`src/rtl/vga_sync_gen.sv`:
```
// VGA 640x480@60 timing generator running on clk100 with an internal 1-in-CLK_DIV pixel enable.
// Latency: all outputs registered from next-state counters; x/y/syncs/video_on describe the same pixel.
// No backpressure: free-running timing source; optional VGA_FRAME_COUNT_EN adds a 16-bit frame counter.
module vga_sync_gen #(
  parameter int CLK_DIV  = 4,
  parameter int H_ACTIVE = 640,
  parameter int H_FP     = 16,
  parameter int H_SYNC   = 96,
  parameter int H_BP     = 48,
  parameter int V_ACTIVE = 480,
  parameter int V_FP     = 10,
  parameter int V_SYNC   = 2,
  parameter int V_BP     = 33,
  parameter bit SYNC_POL = 1'b0
) (
  input  logic        clk100,
  input  logic        rst_n,
  output logic        pix_en,
  output logic        hsync,
  output logic        vsync,
  output logic        video_on,
  output logic [9:0]  x,
  output logic [9:0]  y,
  output logic        line_start,
  output logic        frame_start
`ifdef VGA_FRAME_COUNT_EN
  ,
  output logic [15:0] frame_count
`endif
);

  localparam int H_TOTAL = H_ACTIVE + H_FP + H_SYNC + H_BP;
  localparam int V_TOTAL = V_ACTIVE + V_FP + V_SYNC + V_BP;
  localparam int DW      = $clog2(CLK_DIV);

  localparam logic [DW-1:0] DIV_LAST = DW'(CLK_DIV - 1);
  localparam logic [9:0] H_LAST = 10'(H_TOTAL - 1);
  localparam logic [9:0] V_LAST = 10'(V_TOTAL - 1);
  localparam logic [9:0] H_VIS  = 10'(H_ACTIVE);
  localparam logic [9:0] V_VIS  = 10'(V_ACTIVE);
  localparam logic [9:0] HS_BEG = 10'(H_ACTIVE + H_FP);
  localparam logic [9:0] HS_END = 10'(H_ACTIVE + H_FP + H_SYNC);
  localparam logic [9:0] VS_BEG = 10'(V_ACTIVE + V_FP);
  localparam logic [9:0] VS_END = 10'(V_ACTIVE + V_FP + V_SYNC);

  logic [DW-1:0] div;
  logic [DW-1:0] div_nxt;
  logic [9:0]    h_cnt;
  logic [9:0]    v_cnt;
  logic [9:0]    h_nxt;
  logic [9:0]    v_nxt;
  logic          step;
  logic          h_wrap;
  logic          f_wrap;
  logic          hs_win;
  logic          vs_win;
  logic          vid_nxt;

  // Next-state divider and counters; the counters move on the edge that closes a pix_en cycle.
  always_comb begin
    step    = (div == DIV_LAST);
    div_nxt = step ? '0 : div + 1'b1;
    h_wrap  = step && (h_cnt == H_LAST);
    f_wrap  = h_wrap && (v_cnt == V_LAST);
    h_nxt   = h_cnt;
    if (step) begin
      h_nxt = h_wrap ? 10'd0 : h_cnt + 10'd1;
    end
    v_nxt = v_cnt;
    if (h_wrap) begin
      v_nxt = (v_cnt == V_LAST) ? 10'd0 : v_cnt + 10'd1;
    end
    hs_win  = (h_nxt >= HS_BEG) && (h_nxt < HS_END);
    vs_win  = (v_nxt >= VS_BEG) && (v_nxt < VS_END);
    vid_nxt = (h_nxt < H_VIS) && (v_nxt < V_VIS);
  end

  // State and registered outputs, all derived from the same next-state values so nothing skews.
  always_ff @(posedge clk100) begin
    if (!rst_n) begin
      div         <= '0;
      h_cnt       <= '0;
      v_cnt       <= '0;
      pix_en      <= 1'b0;
      hsync       <= ~SYNC_POL;
      vsync       <= ~SYNC_POL;
      video_on    <= 1'b0;
      line_start  <= 1'b0;
      frame_start <= 1'b0;
    end else begin
      div         <= div_nxt;
      h_cnt       <= h_nxt;
      v_cnt       <= v_nxt;
      pix_en      <= (div_nxt == DIV_LAST);
      hsync       <= hs_win ? SYNC_POL : ~SYNC_POL;
      vsync       <= vs_win ? SYNC_POL : ~SYNC_POL;
      video_on    <= vid_nxt;
      line_start  <= h_wrap;
      frame_start <= f_wrap;
    end
  end

`ifdef VGA_FRAME_COUNT_EN
  // Completed-frame counter, bumped on the same edge that raises frame_start; wraps naturally.
  always_ff @(posedge clk100) begin
    if (!rst_n) begin
      frame_count <= 16'd0;
    end else if (f_wrap) begin
      frame_count <= frame_count + 16'd1;
    end
  end
`endif

  assign x = h_cnt;
  assign y = v_cnt;

endmodule

```
`config.mk`:
```
export PLATFORM = sky130hd
export DESIGN_NAME = vga_sync_gen
export DESIGN_NICKNAME = d
export VERILOG_FILES = /design/src/rtl/vga_sync_gen.sv
export SDC_FILE = /design/constraint.sdc
export NUM_CORES = 1
export LEC_CHECK = 0
export BUFFER_PORTS_ARGS = -buffer_cell sky130_fd_sc_hd__buf_4
export CAP_MARGIN = 20
export CORE_MARGIN = 4
export CORE_UTILIZATION = 51
export CTS_BUF_LIST = sky130_fd_sc_hd__clkbuf_8
export CTS_CLUSTER_DIAMETER = 30
export CTS_CLUSTER_SIZE = 12
export DETAILED_ROUTE_END_ITERATION = 7
export GPL_TIMING_DRIVEN = 0
export PLACE_DENSITY = 0.73
export SYNTH_ARGS = -nofsm -noshare
export SYNTH_HDL_FRONTEND = slang
export SYNTH_SLANG_ARGS = --single-unit
export TNS_END_PERCENT = 20
```
`constraint.sdc`:
```
create_clock -name clk100 -period 2.6 [get_ports clk100]
set_input_delay 0.26 -clock clk100 [delete_from_list [all_inputs] [get_ports clk100]]
set_output_delay 0.26 -clock clk100 [all_outputs]
set_load 0.02 [all_outputs]
```
[Word level (Yosys, flattened, before mapping)]
Index checks and enable logic that the tools add are counted.
Cells by class
  $add $sub $neg: 3
  magnitude comparators: 6
  equal/unequal tests: 4
  mux-type cells: 7
  reductions and logical operators: 5
Operators with widths (number)
  10-bit two-way mux: 4
  10-bit by 1-bit adder with 10-bit output (second input constant): 2
  10-bit equality test (second input constant): 2
  10-bit < comparator (second input constant): 2
  10-bit by 9-bit < comparator with 1-bit output (second input constant): 2
  10-bit greater-or-equal comparator (second input constant): 1
  10-bit by 9-bit greater-or-equal comparator with 1-bit output (second input constant): 1
  1-bit logical AND: 5
  2-bit equality test (second input constant): 2
  2-bit by 1-bit adder with 2-bit output (second input constant): 1
  1-bit two-way mux: 2
  2-bit two-way mux: 1
Storage, ports and cells
  register bits after elaboration: 28
  output and inout port bits: 26
  logic and storage cells: 34

[Depth between registers and ports, before layout]
  depth in word-level cells: 7
  depth in mapped cells: 9
  gate-level depth less buffers: 7

[Least setup slack after synthesis]
OpenSTA, ideal clock, no wires.
  path type: register -> register
  start: register h_cnt[0], in the netlist x[0]
  end: register vsync
  arrival time: 2.585 ns
  path slack: -0.119 ns
  stages on the path, launching flop included: 8
  path buffers: 1
  clock period less this slack: 2.719 ns
  path through: dfxtp_1 > ha_1 > nand4_4 > or3_1 > buf_2 > or4_4 > a211oi_2 > or4b_1
Between the ends
  cells in the longest elaborated chain, start to end: 6
  elaborated cells between the ends (all ways): 7
RTL lines
  start: declaration: RTL line 48  | logic [9:0] h_cnt;
  start signal: assignment: RTL line 92  | h_cnt <= h_nxt;
  10-bit equality test (*): RTL line 63  | h_wrap = step && (h_cnt == H_LAST);
  1-bit logical AND (*): RTL line 63
  10-bit two-way mux (*): RTL line 70  | if (h_wrap) begin
  10-bit by 9-bit greater-or-equal comparator with 1-bit output or 10-bit by 9-bit < comparator with 1-bit output (tied branches): RTL line 74  | vs_win = (v_nxt >= VS_BEG) && (v_nxt < VS_END);
  1-bit logical AND (*): RTL line 74
  1-bit two-way mux (*): RTL line 96  | vsync <= vs_win ? SYNC_POL : ~SYNC_POL;
  end signal: assignment: RTL line 86  | vsync <= ~SYNC_POL;
  end signal: assignment: RTL line 96
  end: declaration: RTL line 20  | output logic vsync,
Mark *: on every way between the ends. The rest lies on a longest branch, timed or not.
A chain may end at the register's enable or synchronous reset.

[Worst setup path after layout]
  start: register div[0]
  end: register vsync
Between the ends
  cells in the longest elaborated chain, start to end: 6
  elaborated cells between the ends (all ways): 7
RTL lines
  start: declaration: RTL line 46  | logic [DW-1:0] div;
  start signal: assignment: RTL line 91  | div <= div_nxt;
  2-bit equality test (*): RTL line 61  | step = (div == DIV_LAST);
  1-bit logical AND (*): RTL line 63
  10-bit two-way mux (*): RTL line 70
  10-bit by 9-bit greater-or-equal comparator with 1-bit output or 10-bit by 9-bit < comparator with 1-bit output (tied branches): RTL line 74
  1-bit logical AND (*): RTL line 74
  1-bit two-way mux (*): RTL line 96
Marks and branches as above.

==> impl_metrics.ini <==
[floorplan]
die_h_um = 61.5
rows = 19
core_area_um2 = 2730
dieWidth_um = 61.5
design.portCount = 28
starting_density_of_the_core = 0.533
floorplan.die_area_um2 = 3780

[layout]
finish.utilization = 0.669
finish.net_count = 209
flow.area_growth_from_synthesis_pct = 25.4
n_antenna_cell = 0
post_route_cells_drive_above_1_share = 0.254
n_fill_cell = 222

[sta]
final_period_minus_worst_setup_slack_ns = 2.51
drv_slew = 0
post-route-worst-setup-slack_ns = 0.0915
totalNegativeSetupSlack_ns = 0
fin_skew_ns = 0.00517
timing.final.setup_violations = 0
max_fclk_mhz = 399
fin_crit_sh = 0.965
timing.hold.ws_ns = 0.404
report.final.hold_viol_count = 0
slew_headroom = 0.449
worst-slew-pin-transition_ns = 0.820
rsz_0062_raised_after_global_routing = no

[power_and_ir_drop]
finalPower_uw = 745
power-per-cell-area_nw_per_um2 = 407
comb_power_share = 0.049
power.share.switching = 0.210
ir_worst_vdd_mv = 0.335
pwr-share-seq = 0.593
p_sw_uw = 157
p_int_uw = 588
static-leakage-power_nw = 0.697
pwr-share-clk = 0.358

[logic_synthesis]
post_synthesis_cell_count = 167
postSynthRegisterBits = 28
synth.yosys.warnings = 0
syn_area_per_cell_um2 = 8.73
synth_sequential_area_ratio = 0.385
mappedNetlistArea_um2 = 1460
ys_async_sr_fraction = 0
synth_ff_type = sky130_fd_sc_hd__dfxtp_1
number_of_enable_type_register_cells_in_the_synthesized_netlist = 0
synthesis.nets = 174
synthDistinctLibCells = 42

[global_route]
number_of_global_route_vias_before_repair = 1248
largest_net_degree_at_the_start_of_global_routing = 16
antenna_found_initial = 0
wire_length_of_the_first_global_routing_pass_um = 5580
groute.usage.overall = 0.196
globalRouteOverflowTotal = 0

[clock_tree]
clock_latency_ns = 0.27
tritoncts = done
cts_buffer_depth = 2
ctsRootBufferMaster = sky130_fd_sc_hd__clkbuf_8
cts_made_buffers = 3
htree_levels = 1
cts_clock_pin_slew_for_the_worst_setup_and_hold_paths_ns = 0.10
numClockSinks = 28

[worst_setup_path]
crit_path_max_fanout = 5
worst_setup_path_start_kind = flip-flop
r2r_cells = 9
crit_type = reg -> reg
end_kind = flip-flop
worst_ep_required_time_ns = 2.75
cp_data_arrival_time_ns = 2.66

[min_path]
hold-path-cell-count = 3
kind_of_path_behind_the_tightest_hold_check = in -> reg

[route]
num_vias = 1326
finalWirelength_um = 3420
routed_wire_length_per_instance_um = 14.8
antenna_violating_nets_post_route = 0
via_count_normalized_by_instance_count = 5.72
drt_iter0_markers = 86
residual_drc_count = 0
detailedRoute.firstPassIterationCount = 4

[placed_design]
port_buffers = 26
place_worst_setup_slack_ns = -0.175
detailed_place_hpwl_um = 2500
gp_congestion = 0.848

[run_status]
status = finished, final reports clean

[flow_run]
timing.max_cap.violations = 0
==> synth_stat cells, drive strengths merged (6+ instances only) <==
cell | count | share of area
nand3 | 6 | 0.021
inv | 6 | 0.015
nor2b | 8 | 0.034
nor4 | 6 | 0.026
xor2 | 6 | 0.036
dfxtp | 28 | 0.38
o21ai | 6 | 0.021
a21oi | 7 | 0.024
nand2 | 15 | 0.039
nor2 | 13 | 0.033
xnor2 | 6 | 0.036
==> what timing repair did <==
item / in CTS / in global routing
hold buffers: 0 / 0
pin swaps: 1 / 3
endpoints found under the setup margin: 1 / 1
resized for setup: 7 / 3
gates cloned: 0 / 0
buffers inserted: 1 / 4
==> path summary, 6_finish.rpt <==
check,slack (ns),to,from
min,0.40,video_on,rst_n
max reg2reg,0.09,vsync,div[0]
min reg2reg,0.43,div[0],div[0]
max,0.09,vsync,div[0]
==> sequential cells by signal, summed over array words and instances, names as in the netlist <==
name and count:
frame_start 1, y 10, pix_en 1, div 2
vsync 1, line_start 1, hsync 1, x 10
video_on 1
==> metrics by stage <==
step | cells | instance area (um^2)
after floorplan | 167 | 1460
after global placement | 224 | 1700
after detailed placement | 224 | 1700
after CTS | 229 | 1790
after global routing | 232 | 1830
final | 232 | 1830
==> routing by layer <==
metal,wire length [um],share of wire,GRT usage,vias up
met3,181,0.053,0.0294,6
met1,1470,0.43,0.240,617
met2,1740,0.51,0.343,37
li1,-,-,-,666
met5,0,0,0,-
met4,34,0.0099,0.0758,0
==> logic make-up after synthesis <==
kind of cell / synth area share
simple gates: 0.334
flops: 0.385
compound gates: 0.111
buf+inv: 0.0352
xor+xnor: 0.0721
fa+ha+maj: 0.0429
mux: 0.0206
==> cell type report <==
| class | instances | area, um^2 | area share |
|---|---|---|---|
| Clock buffer | 4 | 55.1 | 0.0301 |
| Multi-Input combinational cell | 126 | 881 | 0.482 |
| Timing Repair Buffer | 31 | 233 | 0.127 |
| Buffer | 6 | 30.0 | 0.0164 |
| Inverter | 6 | 22.5 | 0.0123 |
| Sequential cell | 28 | 568 | 0.311 |
| Tap cell | 31 | 38.8 | 0.0212 |
==> cell usage in the layout (no fill, tap or decap), types with 7 or more instances in the layout <==
| cell | synthesis | final |
|---|---|---|
| sky130_fd_sc_hd__nand2_1 | 15 | 15 |
| sky130_fd_sc_hd__dfxtp_1 | 28 | 24 |
| sky130_fd_sc_hd__nor2b_1 | 8 | 8 |
| sky130_fd_sc_hd__buf_4 | 0 | 31 |
| sky130_fd_sc_hd__nor2_1 | 13 | 13 |
| sky130_fd_sc_hd__a21oi_1 | 7 | 7 |
==> critical path, stage by stage (launching register included) <==
cell and delay [ns]:
sky130_fd_sc_hd__dfxtp_2 0.35, sky130_fd_sc_hd__ha_2 0.17, sky130_fd_sc_hd__buf_6 0.10, sky130_fd_sc_hd__nand4b_4 0.13, sky130_fd_sc_hd__buf_4 0.17, sky130_fd_sc_hd__buf_4 0.12
sky130_fd_sc_hd__nor4_2 0.47, sky130_fd_sc_hd__mux2i_1 0.19, sky130_fd_sc_hd__a211oi_2 0.22, sky130_fd_sc_hd__or4b_1 0.46
==> power by group through the flow <==
stage	combinational, mW	clock (mW)	sequential [mW]
3_3_place_gp	0.0321	0	0.450
6_report	0.0366	0.267	0.441
5_1_grt	0.0407	0.291	0.442
4_1_cts	0.0365	0.270	0.441
3_5_place_dp	0.0324	0	0.450
2_1_floorplan	0.0184	0	0.453
Note: power is estimated with default switching activity, not from simulation.
